==> src/rtl/div_pkg.sv <==
// Shared definitions for the sequential restoring divider: FSM state
// encoding and the default operand width.
package div_pkg;

    localparam int DIV_WIDTH_DEFAULT = 4;

    typedef enum logic {
        IDLE = 1'b0,
        CALC = 1'b1
    } div_state_t;

endpackage : div_pkg

==> src/rtl/div_step.sv <==
// One restoring-division step, purely combinational.
// The partial remainder is N+1 bits wide; between steps it is always
// strictly smaller than the divisor, so its MSB is zero on entry.
module div_step #(
    parameter int N = 4
) (
    input  logic [N:0]   rem_in,
    input  logic         bit_in,
    input  logic [N-1:0] divisor,
    output logic [N:0]   rem_out,
    output logic         q_bit
);

    logic [N:0] shifted_s;
    logic       ge_s;

    // Shift in the next dividend bit and subtract the divisor when it fits.
    // rem_in[N] is folded into the compare so an (unreachable) overflowed
    // remainder would still be treated as large enough to subtract from.
    always_comb begin
        shifted_s = {rem_in[N-1:0], bit_in};
        ge_s      = rem_in[N] | (shifted_s >= {1'b0, divisor});
        if (ge_s) begin
            rem_out = shifted_s - {1'b0, divisor};
            q_bit   = 1'b1;
        end else begin
            rem_out = shifted_s;
            q_bit   = 1'b0;
        end
    end

endmodule : div_step

==> src/rtl/seq_divider.sv <==
// Sequential N-bit unsigned restoring divider.
// A start in IDLE captures the operands; N steps later (or one cycle later
// for a zero divisor) the results are loaded and done pulses for one cycle.
module seq_divider
    import div_pkg::*;
#(
    parameter int N = DIV_WIDTH_DEFAULT
) (
    input  logic         clk,
    input  logic         rst,
    input  logic         start,
    input  logic [N-1:0] x,
    input  logic [N-1:0] y,
    output logic         busy,
    output logic         done,
    output logic [N-1:0] quot,
    output logic [N-1:0] rem,
    output logic         div_by_zero
);

    localparam int            CNT_W = $clog2(N + 1);
    localparam logic [CNT_W-1:0] LAST_STEP = CNT_W'(N - 1);

    // Architectural state and outputs
    div_state_t      state_q, state_d;
    logic            busy_q, busy_d;
    logic            done_q, done_d;
    logic [N-1:0]    quot_q, quot_d;
    logic [N-1:0]    rem_q, rem_d;
    logic            dbz_q, dbz_d;

    // Working registers
    logic [N-1:0]    dvd_q, dvd_d;      // dividend, shifted out MSB-first
    logic [N-1:0]    dvs_q, dvs_d;      // captured divisor
    logic [N:0]      prem_q, prem_d;    // partial remainder
    logic [N-1:0]    qacc_q, qacc_d;    // quotient bits accumulated so far
    logic [CNT_W-1:0] cnt_q, cnt_d;     // number of steps already taken

    logic [N:0]      step_rem_s;
    logic            step_qbit_s;

    div_step #(.N(N)) u_step (
        .rem_in  (prem_q),
        .bit_in  (dvd_q[N-1]),
        .divisor (dvs_q),
        .rem_out (step_rem_s),
        .q_bit   (step_qbit_s)
    );

    // Next-state and output computation for the IDLE/CALC controller.
    always_comb begin
        state_d = state_q;
        busy_d  = busy_q;
        done_d  = 1'b0;
        quot_d  = quot_q;
        rem_d   = rem_q;
        dbz_d   = dbz_q;
        dvd_d   = dvd_q;
        dvs_d   = dvs_q;
        prem_d  = prem_q;
        qacc_d  = qacc_q;
        cnt_d   = cnt_q;

        case (state_q)
            IDLE: begin
                if (start) begin
                    dvd_d   = x;
                    dvs_d   = y;
                    prem_d  = '0;
                    qacc_d  = '0;
                    cnt_d   = '0;
                    busy_d  = 1'b1;
                    state_d = CALC;
                end else begin
                    state_d = IDLE;
                end
            end
            CALC: begin
                if (dvs_q == '0) begin
                    // Zero divisor: saturate the quotient, pass x through.
                    quot_d  = '1;
                    rem_d   = dvd_q;
                    dbz_d   = 1'b1;
                    done_d  = 1'b1;
                    busy_d  = 1'b0;
                    state_d = IDLE;
                end else begin
                    prem_d = step_rem_s;
                    qacc_d = (qacc_q << 1) | N'(step_qbit_s);
                    dvd_d  = dvd_q << 1;
                    cnt_d  = cnt_q + CNT_W'(1);
                    if (cnt_q == LAST_STEP) begin
                        quot_d  = qacc_d;
                        rem_d   = step_rem_s[N-1:0];
                        dbz_d   = 1'b0;
                        done_d  = 1'b1;
                        busy_d  = 1'b0;
                        state_d = IDLE;
                    end else begin
                        state_d = CALC;
                    end
                end
            end
            default: begin
                state_d = IDLE;
                busy_d  = 1'b0;
            end
        endcase
    end

    // State and output registers with asynchronous reset.
    always_ff @(posedge clk or posedge rst) begin
        if (rst) begin
            state_q <= IDLE;
            busy_q  <= 1'b0;
            done_q  <= 1'b0;
            quot_q  <= '0;
            rem_q   <= '0;
            dbz_q   <= 1'b0;
            dvd_q   <= '0;
            dvs_q   <= '0;
            prem_q  <= '0;
            qacc_q  <= '0;
            cnt_q   <= '0;
        end else begin
            state_q <= state_d;
            busy_q  <= busy_d;
            done_q  <= done_d;
            quot_q  <= quot_d;
            rem_q   <= rem_d;
            dbz_q   <= dbz_d;
            dvd_q   <= dvd_d;
            dvs_q   <= dvs_d;
            prem_q  <= prem_d;
            qacc_q  <= qacc_d;
            cnt_q   <= cnt_d;
        end
    end

    assign busy        = busy_q;
    assign done        = done_q;
    assign quot        = quot_q;
    assign rem         = rem_q;
    assign div_by_zero = dbz_q;

endmodule : seq_divider

==> config.mk <==
export PLATFORM = sky130hd
export DESIGN_NAME = seq_divider
export DESIGN_NICKNAME = d
export VERILOG_FILES = /design/src/rtl/div_pkg.sv /design/src/rtl/div_step.sv /design/src/rtl/seq_divider.sv
export SDC_FILE = /design/constraint.sdc
export NUM_CORES = 1
export LEC_CHECK = 0
export CAP_MARGIN = 40
export CORE_MARGIN = 2
export CORE_UTILIZATION = 40
export CTS_CLUSTER_DIAMETER = 60
export DETAILED_ROUTE_END_ITERATION = 8
export SLEW_MARGIN = 20
export SYNTH_ARGS = -nofsm -noshare
export SYNTH_HDL_FRONTEND = slang
export SYNTH_SLANG_ARGS = --single-unit
export TNS_END_PERCENT = 5
==> constraint.sdc <==
create_clock -name clk -period 1.87 [get_ports clk]
set_input_delay 0.4675 -clock clk [delete_from_list [all_inputs] [get_ports clk]]
set_output_delay 0.4675 -clock clk [all_outputs]
set_load 0.03 [all_outputs]
==> results of run 1 <==
## report_power, final
group	internal (uW)	switching, uW	total, uW
Combinational	1170	1400	2570
Sequential	1000	236	1240
Clock	431	249	679
## critical path, stage by stage (launching register included)
cell      delay [ns]
dfrtp_1         0.38
inv_1           0.11
ha_4            0.24
a21oi_2         0.18
nand3_2         0.12
a21boi_4        0.26
mux2_4          0.33
a21oi_1         0.14
## cell type report
type                       count  area, sq um
sequential                    31          776
inverter                      12         45.0
clock buffer                   6         82.6
clock inverter                 2         35.0
fill                         325         1620
timing repair buffer          35          315
tap                           48         60.1
multi-input combinational     97          726
## layer usage
layer | routed length, microns | GRT usage [%]
met3 | 100 | 3.75
met1 | 1450 | 22.7
met5 | 0 | 0
met2 | 1770 | 29.8
met4 | 83 | 10.7
## logic make-up after synthesis
kind of cell / after synthesis
AND/OR/NAND/NOR: 41
flip-flops: 31
XOR/XNOR: 2
adder cells (fa/ha/maj): 7
buffers and inverters: 16
AO/OA/AOI/OAI: 40
multiplexers: 7
## sequential cells by signal (all words and copies together) (netlist names)
register,flops
state_q,1
rem,4
dvd_q,4
busy,1
div_by_zero,1
dvs_q,4
qacc_q,3
prem_q,5
quot,4
cnt_q,3
done,1
## metrics by stage
stage	setup WS, ns	area (sq um)	util [%]
after detailed placement	-0.0205	1870	51.0
after global routing	-0.0505	2040	55.7
final	0.0378	2040	55.7
after floorplan	0.0131	1530	-
after CTS	0.00229	1990	54.3
after global placement	0.0713	1870	51.0
## cell usage in the layout, fill, tap and decap left out, drive strengths merged
cell type / count
a211oi: 3
a21boi: 1
a21o: 1
a21oi: 10
a22oi: 1
a31oi: 2
a41oi: 1
buf: 14
bufinv: 1
clkbuf: 6
clkdlybuf4s50: 21
clkinv: 1
dfrtp: 31
fa: 1
ha: 6
inv: 12
mux2: 5
mux2i: 2
nand2: 14
nand3: 13
nand3b: 1
nor2: 8
nor2b: 2
nor3: 1
nor4: 1
o21ai: 14
o22ai: 4
o31ai: 2
o32a: 1
or4: 1
xnor2: 1
xor2: 1
## path summary, 6_finish.rpt
path / slack (ns) / to / start / cells past startpoint
setup / recovery: 0.04 / rem[0]$_DFFE_PP0P_ / dvs_q[2]$_DFFE_PP0P_ / 7
hold / removal: 0.49 / div_by_zero$_DFFE_PP0P_ / div_by_zero$_DFFE_PP0P_ / 2
setup reg to reg: 0.04 / rem[0]$_DFFE_PP0P_ / dvs_q[2]$_DFFE_PP0P_ / 7
hold reg to reg: 0.49 / div_by_zero$_DFFE_PP0P_ / div_by_zero$_DFFE_PP0P_ / 2
max in group asynchronous: 1.02 / prem_q[2]$_DFFE_PP0P_ / rst / 3
min in group asynchronous: 0.57 / cnt_q[2]$_DFFE_PP0P_ / rst / 3
## what timing repair did
action                     CTS  global route
pin swaps                    0             7
resized for setup            1            13
setup buffers                0             1
setup endpoints to repair    2             7
gates cloned                 0             0
hold buffers                 0             0
==> metrics.yaml, run 1 <==
outcome:
  outcome: "finished clean"
cts:
  cts_tree: "yes"
  clk_path_buf_depth: 2
  clock-root-buffer: "clkbuf_8"
  cts-htree-levels: 2
  clkSlewWorstSetupHoldPaths_ns: 0.06
  numCtsBuffers: 5
  clkSinkCount: 31
  insertion_delay_ns: 0.29
logic_synthesis:
  ys_seq_area_share_pct: 50.8
  yosys.area_share.simple_pct: 15.5
  fraction_of_synthesis_flops_using_an_asynchronous_set_or_reset_pin_pct: 100
  synth-compound-area-share_pct: 16.3
  synthXorXnorAreaFrac_pct: 1.15
  synthMuxAreaShare_pct: 5.00
  dominantRegCellSynth: "dfrtp_1"
  cell_types_occupying_the_most_area_after_synthesis: "dfrtp_1 (51%), ha_1 (4.9%), nand3_1 (4.3%)"
  synth_seq_cells: 31
  area_share_of_fa_ha_maj_cells_after_synthesis_pct: 6.22
  cell_with_the_most_instances_after_synthesis: "dfrtp_1"
  netlist.area_leader.share_pct: 50.8
  synthesis.yosys.warnings: 0
  syn-mean-instance-area_sq_um: 10.6
  post_synth_most_frequent_cells: "dfrtp_1 (31), nand2_1 (13), nand3_1 (13)"
  synthCells: 144
  synth_top_family_by_area: "compound AO/OA/AOI/OAI gates"
  synth.lib_cells_used.distinct: 33
  synth_area_sq_um: 1530
  netlist.top_cell.by_area: "dfrtp_1"
  synth.net_count: 162
  number_of_synthesized_flops_with_an_enable_pin: 0
grt:
  global_route.overflow_total: 0
  antenna_found_initial: 0
  grt.total_usage_pct: 18.4
  pin_count_of_the_biggest_net_entering_global_routing: 32
  number_of_global_route_vias_before_repair: 1265
  grt_pass1_wl_mm: 5.83
timing:
  setup_repair_after_global_routing_missed_its_margin: "true"
  finalHoldViolations: 0
  timing.final.setup_violations: 0
  fmax_mhz: 546
  timing.final.crit_period_ns: 1.83
  worst_pin_slew_ns: 0.504
  period_share_pct: 98.0
  clock_skew_ns: 0.00494
  setup_tns_ns: 0
  fin_worst_hold_slack_ns: 0.488
  timing.slew.headroom_pct: 66.3
  maxSlewViolCount: 0
cells_and_area:
  antenna_cells_inserted: 0
  layout-drive-gt1-share_pct: 24.6
  finish.net_count: 200
  syn_to_final_growth_pct: 33.5
  layoutNonFillerInstCount: 231
routing:
  post_route_wl_mm: 3.41
  drcViolationCount: 0
  dr.first_iter.drc_count: 64
  drt_pass1_iterations: 4
  viasPerCell: 5.26
  drt-wirelength-per-cell_microns: 14.8
  vias: 1215
  ant_nets: 0
power_and_ir_drop:
  total_leakage_power_uw: 0.000895
  peakVddDrop_v: 0.00110
  post_layout_power_uw: 4490
  cell_pwr_density_nw_per_um2: 2200
floorplanning:
  die_h_microns: 65.8
  core.rowCount: 22
  io_pins: 22
  die_outline_width_microns: 65.8
  initial_core_util_pct: 41.7
  fp.coreArea_sq_um: 3660
  area_enclosed_by_the_die_boundary_sq_um: 4330
critical_path:
  end_kind: "register"
  required_ns: 2.08
  worst-setup-path-type: "reg -> reg"
  setup.worst_path.start_class: "register"
  worstPathArrival_ns: 2.04
  critPathMaxFanout: 6
placement:
  port_buffers: 21
  post-place-cells: 222
  post-dp-hpwl_mm: 2.50
  gpl.final_weighted_congestion: 0.848
run:
  maxCapViolCount: 0
hold_path:
  worst_hold_path_type: "reg -> reg"
No activity file was read; power rests on OpenSTA's default activity.
==> run 2, diff against run 1 <==
--- a/config.mk
+++ b/config.mk
@@ -13,5 +13,6 @@
 export SLEW_MARGIN = 20
 export SYNTH_ARGS = -nofsm -noshare
 export SYNTH_HDL_FRONTEND = slang
+export SYNTH_HIERARCHICAL = 1
 export SYNTH_SLANG_ARGS = --single-unit
 export TNS_END_PERCENT = 5
==> run 2 against run 1 <==
Clock power shrank 0.6%. Critical path type unchanged. Largest power group unchanged. Highest routed layer unchanged. Hold slack improved by 0.0041 ns. Fmax is 1.1% lower.
==> metrics.yaml, run 2 <==
cts:
  numCtsBuffers: 5  # unchanged
  clkSlewWorstSetupHoldPaths_ns: 0.07  # about the same
  clk_path_buf_depth: 2  # unchanged
  insertion_delay_ns: 0.28  # about the same
  clock-root-buffer: "clkbuf_8"
  clkSinkCount: 31  # unchanged
  cts_tree: "yes"
  cts_hold_buf: 0  # unchanged
  cts-htree-levels: 2  # unchanged
grt:
  number_of_global_route_vias_before_repair: 1434  # +13%
  grt_pass1_wl_mm: 6.67  # +14%
  met2_usage_pct: 33.5  # +3.7 points
  pin_count_of_the_biggest_net_entering_global_routing: 32  # unchanged
  grt.total_usage_pct: 19.9  # +1.5 points
  global_route.overflow_total: 0  # unchanged
  antenna_found_initial: 0  # unchanged
  grtUsageMet1_pct: 24.7  # +2.0 points
  top_usage_layer: "met2"
  global_route.usage.met3_pct: 4.67  # +0.92 points
routing:
  viasPerCell: 5.29  # +0.58%
  vias: 1386  # +14%
  ant_nets: 0  # unchanged
  dr.first_iter.drc_count: 43  # -33%
  post_route_wl_mm: 4.06  # +19%
  drt_pass1_iterations: 4  # unchanged
  drt-wirelength-per-cell_microns: 15.5  # +5.1%
  drcViolationCount: 0  # unchanged
logic_synthesis:
  number_of_synthesized_flops_with_an_enable_pin: 0  # unchanged
  cell_with_the_most_instances_after_synthesis: "nand2_1"
  syn-mean-instance-area_sq_um: 9.93  # -6.4%
  synth_area_sq_um: 1630  # +6.6%
  synth_seq_cells: 31  # unchanged
  synth.net_count: 182  # +12%
  synthCells: 164  # +14%
  netlist.area_leader.share_pct: 47.7  # -3.1 points
  netlist.top_cell.by_area: "dfrtp_1"
  post_synth_most_frequent_cells: "nand2_1 (35), dfrtp_1 (31), nand3_1 (18)"
  cell_types_occupying_the_most_area_after_synthesis: "dfrtp_1 (48%), nand2_1 (8.1%), nand3_1 (5.5%)"
  dominantRegCellSynth: "dfrtp_1"
  synth.lib_cells_used.distinct: 41  # +24%
  ys_seq_area_share_pct: 47.7  # -3.1 points
  synthesis.yosys.warnings: 6  # +6
  fraction_of_synthesis_flops_using_an_asynchronous_set_or_reset_pin_pct: 100  # unchanged
timing:
  maxSlewViolCount: 0  # unchanged
  timing.final.setup_violations: 0  # unchanged
  setup_tns_ns: 0  # unchanged
  period_share_pct: 99.1  # +1.1 points
  clock_skew_ns: 0.00675  # +0.00181 ns
  worst_slack_ns: 0.0172  # -0.0206 ns
  finalHoldViolations: 0  # unchanged
  timing.final.crit_period_ns: 1.85  # +0.0206 ns
  fmax_mhz: 540  # -1.1%
  setup_repair_after_global_routing_missed_its_margin: "true"
  timing.slew.headroom_pct: 67.8  # +1.5 points
  worst_pin_slew_ns: 0.483  # -0.0209 ns
  fin_worst_hold_slack_ns: 0.492  # +0.00413 ns
critical_path:
  crit_end: "rem[2]$_DFFE_PP0P_"
  crit_reg_reg_startpoint: "prem_q[0]$_DFFE_PP0P_"
  worstPathArrival_ns: 2.02  # -0.02 ns
  end_kind: "register"
  setup.worst_path.start_class: "register"
  r2r_slack_ns: 0.02  # -0.02 ns
  crit_start: "prem_q[0]$_DFFE_PP0P_"
  rr_endpoint: "rem[2]$_DFFE_PP0P_"
  worst-setup-path-type: "reg -> reg"
  critPathMaxFanout: 4  # -2
  required_ns: 2.04  # -0.04 ns
  worst_r2r_path_depth: 7  # unchanged
placement:
  dpl_worst_slack_ns: -0.0551  # -0.0346 ns
  port_buffers: 21  # unchanged
  placed_cell_area_sq_um: 2050  # +10%
  gpl.final_weighted_congestion: 0.885  # +4.4%
  post-dp-hpwl_mm: 2.90  # +16%
floorplanning:
  die_outline_width_microns: 67.8  # +3.0%
  die_h_microns: 67.8  # +3.0%
  initial_core_util_pct: 41.0  # -0.74 points
  io_pins: 22  # unchanged
  fp.coreArea_sq_um: 3970  # +8.5%
  core.rowCount: 23  # +4.5%
  area_enclosed_by_the_die_boundary_sq_um: 4600  # +6.1%
cells_and_area:
  final_cell_mix: "nand2_1 (35), dfrtp_1 (30), buf_4 (28)"
  layout-drive-gt1-share_pct: 30.2  # +5.6 points
  antenna_cells_inserted: 0  # unchanged
  number_of_flip_flops_in_the_largest_register: 5  # unchanged
  finish.instance_area_sq_um: 2280  # +12%
  max_flop_register: "prem_q"
  finish.net_count: 229  # +14%
  nFillCells: 350  # +7.7%
  layout_commonest_cell: "nand2_1"
  syn_to_final_growth_pct: 40.4
power_and_ir_drop:
  p_sw_uw: 2200  # +17%
  p_seq_share_pct: 23.4  # -4.2 points
  power.share.combinational_pct: 64.0  # +6.7 points
  power.share.switching_pct: 41.2  # -0.71 points
  total_leakage_power_uw: 0.00104  # +16%
  peakVddDrop_v: 0.000809  # -27%
  internal-power_uw: 3140  # +20%
  clock_power_share_pct: 12.6  # -2.5 points
  cell_pwr_density_nw_per_um2: 2340  # +6.2%
run:
  maxCapViolCount: 0  # unchanged
hold_path:
  worst_hold_path_type: "reg -> reg"
outcome:
  outcome: "finished clean"
## run 2: cell types whose count changed after synthesis, moves of 3 or more
cell and delta:
nand2_1 +22, a211oi_1 -3, inv_1 -3, a2bb2oi_1 +4, a21oi_1 -9, mux2_2 -5
o22a_1 +3, o21ai_0 -7, nand3_1 +5
## run 2: how the worst min path moves through the flow
stage	start	to	slack, ns	cells after the start
floorplan	qacc_q[0]$_DFFE_PP0P_	qacc_q[1]$_DFFE_PP0P_	0.46	2
global placement	div_by_zero$_DFFE_PP0P_	div_by_zero$_DFFE_PP0P_	0.47	2
detailed placement	div_by_zero$_DFFE_PP0P_	div_by_zero$_DFFE_PP0P_	0.49	2
CTS	div_by_zero$_DFFE_PP0P_	div_by_zero$_DFFE_PP0P_	0.50	2
global route	qacc_q[1]$_DFFE_PP0P_	qacc_q[2]$_DFFE_PP0P_	0.52	2
finish	div_by_zero$_DFFE_PP0P_	div_by_zero$_DFFE_PP0P_	0.49	2
## run 2: through the flow
stage / instances / total power (uW) / util (%)
after floorplan: 164 / 3140 / -
after global placement: 251 / 4090 / 51.7
after detailed placement: 251 / 4170 / 51.7
after CTS: 261 / 4950 / 55.4
after global routing: 262 / 5730 / 57.5
final: 262 / 5350 / 57.5
## run 2: cell type report
type	instances	area, sq um	area share, %
well taps	50	62.6	2.74
multi-input cells	115	873	38.2
flip-flops and latches	31	777	34.0
clock buffers	6	82.6	3.61
clock inverters	2	35.0	1.53
repair buffers	49	420	18.4
inverters	9	33.8	1.48
## run 2: critical path, stage by stage, from the launching register on
cell       delay, ns
dfrtp_1         0.42
ha_4            0.27
nor2b_4         0.13
o31a_4          0.30
nor2_8          0.13
mux2_4          0.32
o22ai_2         0.11
a2bb2oi_2       0.07
## run 2: per-layer routing
metal	part of all wire, %	vias to the layer above
li1	-	664
met2	52	17
met4	1.8	0
met5	0	-
met3	2.3	7
met1	44	698
## run 2: cell families after synthesis
family / after synthesis / synth area share (%)
xor+xnor: 1 / 0.538
buf+inv: 18 / 5.07
flops: 31 / 47.7
simple gates: 75 / 23.0
mux: 3 / 2.15
compound gates: 29 / 15.8
fa+ha+maj: 7 / 5.84
## run 2: power groups by stage
stage	registers, uW	clock network (uW)	logic [uW]
2_1_floorplan	1430	0	1710
3_3_place_gp	1230	0	2860
3_5_place_dp	1240	0	2930
4_1_cts	1230	690	3030
5_1_grt	1290	723	3710
6_report	1250	675	3420
## run 2: repair_timing
action,CTS,global route
gates resized for setup,3,13
endpoints found under the setup margin,2,8
buffers inserted,2,1
pin swaps,2,9
==> RTL edit 1: new RTL, config.mk and constraints of run 1 <==
Make the reset (`rst`) synchronous in one clocked block. Comments in the files are not updated.
--- a/src/rtl/seq_divider.sv
+++ b/src/rtl/seq_divider.sv
@@ -111,3 +111,3 @@
     // State and output registers with asynchronous reset.
-    always_ff @(posedge clk or posedge rst) begin
+    always_ff @(posedge clk) begin
         if (rst) begin
Check against the original RTL: differs if rst is asserted again (counterexample within 4 cycles, from zero or initial values and one cycle with rst high); with rst held inactive, the same outputs for 10 cycles.
==> RTL edit 1 against run 1 <==
  * Routed wire length grew 13%
  * Sequential cell count unchanged
  * Area after synthesis decreased by 2.6%
  * Utilization is 2.2 points higher
  * Non-clock buffer count up 10
  * Global-route usage up 1.5 points
  * Clock skew about the same
  * Setup slack better by 0.0093 ns
  * Synthesized cell count up 16%
  * Design area grew 2.4%
Power is not compared: it rests on default switching activity, and its combinational part moved more than twofold at a synthesized area within 25%.
==> RTL edit 1: results (changes against run 1) <==
run_status:
  status: "finished clean"
finish:
  final_cells: 260  # +13%
  drive_above_1_share: 0.283  # +0.0371
  n_antenna_cell: 0  # unchanged
  final_nets: 229  # +14%
  regMostFlops: "prem_q"
sta:
  worst_slew_pin_slew_ns: 0.549  # +0.0447 ns
  finalClockSkew_ns: 0.00505  # +0.000107 ns
grt:
  grt_pass1_vias: 1363  # +7.7%
  track_usage: 0.199  # +0.0149
  grt_antenna_before_repair: 0  # unchanged
  grt_pass1_wl_mm: 6.57  # +13%
  grt_max_degree: 18  # -44%
placement:
  place_inst: 250  # +13%
  pre_cts_ws_ns: -0.0494  # -0.0289 ns
  numPortBuffers: 21  # unchanged
  gp_congestion: 0.818  # -3.6%
  hpwlAfterDp_mm: 2.83  # +13%
  placed_cell_area_mm2: 0.00193  # +3.4%
logic_synthesis:
  ys_seq_area_frac: 0.417  # -0.0906
  yosysWarnings: 0  # unchanged
  syn_inst: 167  # +16%
  syn-num-nets: 185  # +14%
  ys.flop_type: "dfxtp_1"
  yosys-top-cells-area: "dfxtp_1, ha_1, nand2_1"
  async_flop_share: 0  # -1.00
  ys_types: 46  # +39%
  synth_commonest_cells: "dfxtp_1, nand2_1, nor2_1"
routing:
  drtIter0Drc: 68  # +6.3%
  dr_wl_met3_um: 169  # +69%
  vias_per_cell: 5.48  # +4.1%
  met2_length_mm: 1.75  # -1.3%
  wl_met1_mm: 1.87  # +28%
  wirelength_mm: 3.84  # +13%
  top_layer: "met4"
cts:
  numCtsBuffers: 5  # unchanged
  clk_latency_ns: 0.28
  clockRootBuffer: "clkbuf_8"
  clk_pin_slew_ns: 0.07
critical_path:
  arrival_ns: 2.02  # -0.02 ns
  cpLargestDelayFamily: "compound AO/OA/AOI/OAI gates"
  crit_path_top_delay_cell: "fa_2"
  crit_fanout: 2  # -4
power:
  leakagePower_nw: 0.800
  ir_worst_vdd_mv: 0.669
hold_path:
  hp-class: "reg -> reg"
-- RTL edit 1: cell count changes in the layout (fill, tap and decap cells not counted), moves of 6 or more --
| cell | change |
|---|---|
| dfxtp_1 | +25 |
| dfrtp_1 | -31 |
| inv_1 | -6 |
| nand3_1 | -7 |
| nor2_1 | +9 |
| o21ai_0 | -8 |
| buf_4 | +10 |
-- RTL edit 1: worst paths after layout --
check,start,endpoint,slack (ns),cells past startpoint
max,dvd_q[3],prem_q[4],0.05,8
min reg2reg,cnt_q[1],cnt_q[1],0.48,2
max reg2reg,dvd_q[3],prem_q[4],0.05,8
min,cnt_q[1],cnt_q[1],0.48,2
-- RTL edit 1: kinds of logic (layout without fill, tap and decap cells) --
family                     count (synthesis)  count (layout)  share of synthesized area
adders and majority gates                  7               7                     0.0639
DFF                                       31              31                      0.417
AOI/OAI and AO/OA                         49              49                      0.245
buffers and inverters                     15              60                     0.0404
xor gates and xnor gates                   1               1                    0.00589
and+or+nand+nor                           60              60                      0.200
muxes                                      4               4                     0.0278
-- RTL edit 1: repair_timing --
action | CTS | global route
setup buffers | 0 | 2
resized for setup | 3 | 8
endpoints found under the setup margin | 3 | 2
pin swaps | 1 | 5
-- RTL edit 1: cell type report --
class                           count  area, um^2
Fill cell                         325        1520
Timing Repair Buffer               45         390
Multi-Input combinational cell    121         866
Tap cell                           48        60.1
Inverter                            7        26.3
Clock buffer                        7         108
Clock inverter                      1        5.00
Sequential cell                    31         633
-- RTL edit 1: tightest hold or removal path: cells and delay by family, from the launching register on --
family	cells	cell delay (ns)
AND/OR/NAND/NOR	1	0.06
flip-flops	1	0.31
AO/OA/AOI/OAI	1	0.06
-- RTL edit 1: power groups by stage --
| stage | sequential, mW | combinational, mW | clock, mW |
|---|---|---|---|
| CTS | 0.726 | 0.422 | 0.644 |
| detailed placement | 0.741 | 0.417 | 0 |
| floorplan | 0.769 | 0.225 | 0 |
| finish | 0.727 | 0.445 | 0.635 |
| global route | 0.732 | 0.487 | 0.677 |
| global placement | 0.739 | 0.414 | 0 |
-- RTL edit 1: per-layer routing --
| metal | up-vias | global-route usage |
|---|---|---|
| li1 | 695 | - |
| met1 | 680 | 0.277 |
| met2 | 42 | 0.311 |
| met3 | 7 | 0.0399 |
| met4 | 0 | 0.0585 |
| met5 | - | 0 |
==> RTL edit 2: new RTL, flow settings as in run 1 <==
Without the edit above. Change the package constant `DIV_WIDTH_DEFAULT` from 4 to 8.
--- a/src/rtl/div_pkg.sv
+++ b/src/rtl/div_pkg.sv
@@ -4,3 +4,3 @@
 
-    localparam int DIV_WIDTH_DEFAULT = 4;
+    localparam int DIV_WIDTH_DEFAULT = 8;
 
Ports: changed (resized quot, rem, x and y); port bits go from 22 to 38. The function was not compared with the original's and may differ.
==> RTL edit 2 against run 1 <==
  * The run now ends with DRC, setup timing left
  * Sequential cell count grew 25
  * Design area increased by 85%
  * Combinational power rose by 92%
  * Die area grew 70%
  * Setup slack lost 0.39 ns
  * Count of clock-buffer cells in the layout is the same
  * Area after synthesis is 75% higher
  * Routed wire length up 95%
  * Worst hold slack worse by 0.069 ns
  * Total power is 73% higher
  * Sequential power up 76%
  * Critical path type unchanged
  * Largest power group unchanged
  * Highest routed layer unchanged
==> RTL edit 2: results (changes against run 1) <==
routing:
  avgRoutedWirePerCell_um: 15.2  # +3.2%
  wl_met1_mm: 2.95  # +100%
  drc: 4  # +4
  drtPass1Iterations: 8  # +4
power:
  leakagePower_nw: 1.74  # +94%
run_status:
  violations: "DRC, setup timing"
  status: "complete, but fails checks"
finish:
  final_nets: 387  # +94%
  final_cells: 436  # +89%
  largest_reg_flops: 9  # +4
logic_synthesis:
  synth_xor_area_frac: 0.0163  # +0.00487
  syn_inst: 272  # +89%
  synth_commonest_cells: "dfrtp_1, nand2_1, o21ai_0"
  ys_seq_area_frac: 0.523  # +0.0151
  syn-num-nets: 301  # +86%
  yosys-top-cells-area: "dfrtp_1, nand2_1, mux2i_1"
critical_path:
  crit_path_max_incr_delay_ns: 0.40  # +0.02 ns
  crit_path_top_delay_cell: "or4_1"
grt:
  grtUsageMet3: 0.0250  # -0.0125
  track_usage: 0.196  # +0.0122
  use_met1: 0.258  # +0.0312
sta:
  hold_ws_ns: 0.419  # -0.0692 ns
  slew_headroom: 0.657  # -0.00596
  finalClockSkew_ns: 0.0121  # +0.00712 ns
  setup_tns_ns: -5.19  # -5.19 ns
  final-setup-viol-count: 28  # +28
  setup_ws_ns: -0.350  # -0.388 ns
placement:
  pre_cts_ws_ns: -0.410  # -0.389 ns
cts:
  clk_latency_ns: 0.31  # +0.02 ns
-- RTL edit 2: cell types whose count changed after synthesis, moves of 3 or more --
cell and change:
dfrtp_1 +25, o21ai_0 +12, or4_1 +3, mux2_2 -5, a22o_1 +8, nand3_1 -9
o211ai_1 +3, mux2i_1 +11, nand2_1 +37, o21ai_1 +16, clkbuf_1 +8, ha_1 +3
-- RTL edit 2: how the worst max path moves through the flow --
stage / from / end / slack, ns / depth (start not counted)
final: dvd_q[7] / prem_q[8] / -0.35 / 9
after global routing: dvd_q[7] / prem_q[8] / -0.48 / 9
after CTS: dvd_q[7] / prem_q[8] / -0.37 / 9
after detailed placement: prem_q[5] / rem[0] / -0.41 / 7
after global placement: dvs_q[1] / rem[0] / -0.33 / 8
after floorplan: dvd_q[7] / prem_q[8] / -0.29 / 9
-- RTL edit 2: worst max-delay path: cells and delay by family (launching register included) --
kind | cells | cell delay [ns]
compound gates | 3 | 0.63
fa+ha+maj | 2 | 0.51
simple gates | 2 | 0.49
flops | 1 | 0.39
buf+inv | 2 | 0.13
-- RTL edit 2: power by group through the flow --
stage	registers, mW	clock network [mW]	logic, mW
after global placement	2.18	0	4.29
after global routing	2.25	0.739	5.40
after CTS	2.18	0.697	4.68
after floorplan	2.45	0	2.29
final	2.18	0.672	4.94
after detailed placement	2.18	0	4.35
-- RTL edit 2: area by class of cell --
type	instances	area, um^2
multi-input combinational	192	1310
tap	77	96.3
sequential	56	1400
clock buffer	6	72.6
timing repair buffer	91	843
inverter	12	47.5
clock inverter	2	16.3
fill	576	2640
-- RTL edit 2: repair_timing --
action / in CTS / in global routing
pin swaps: 6 / 5
gates resized for setup: 12 / 21
hold endpoints to repair: 0 / 0
gates cloned: 1 / 0
buffers inserted: 4 / 4
endpoints found under the setup margin: 46 / 50
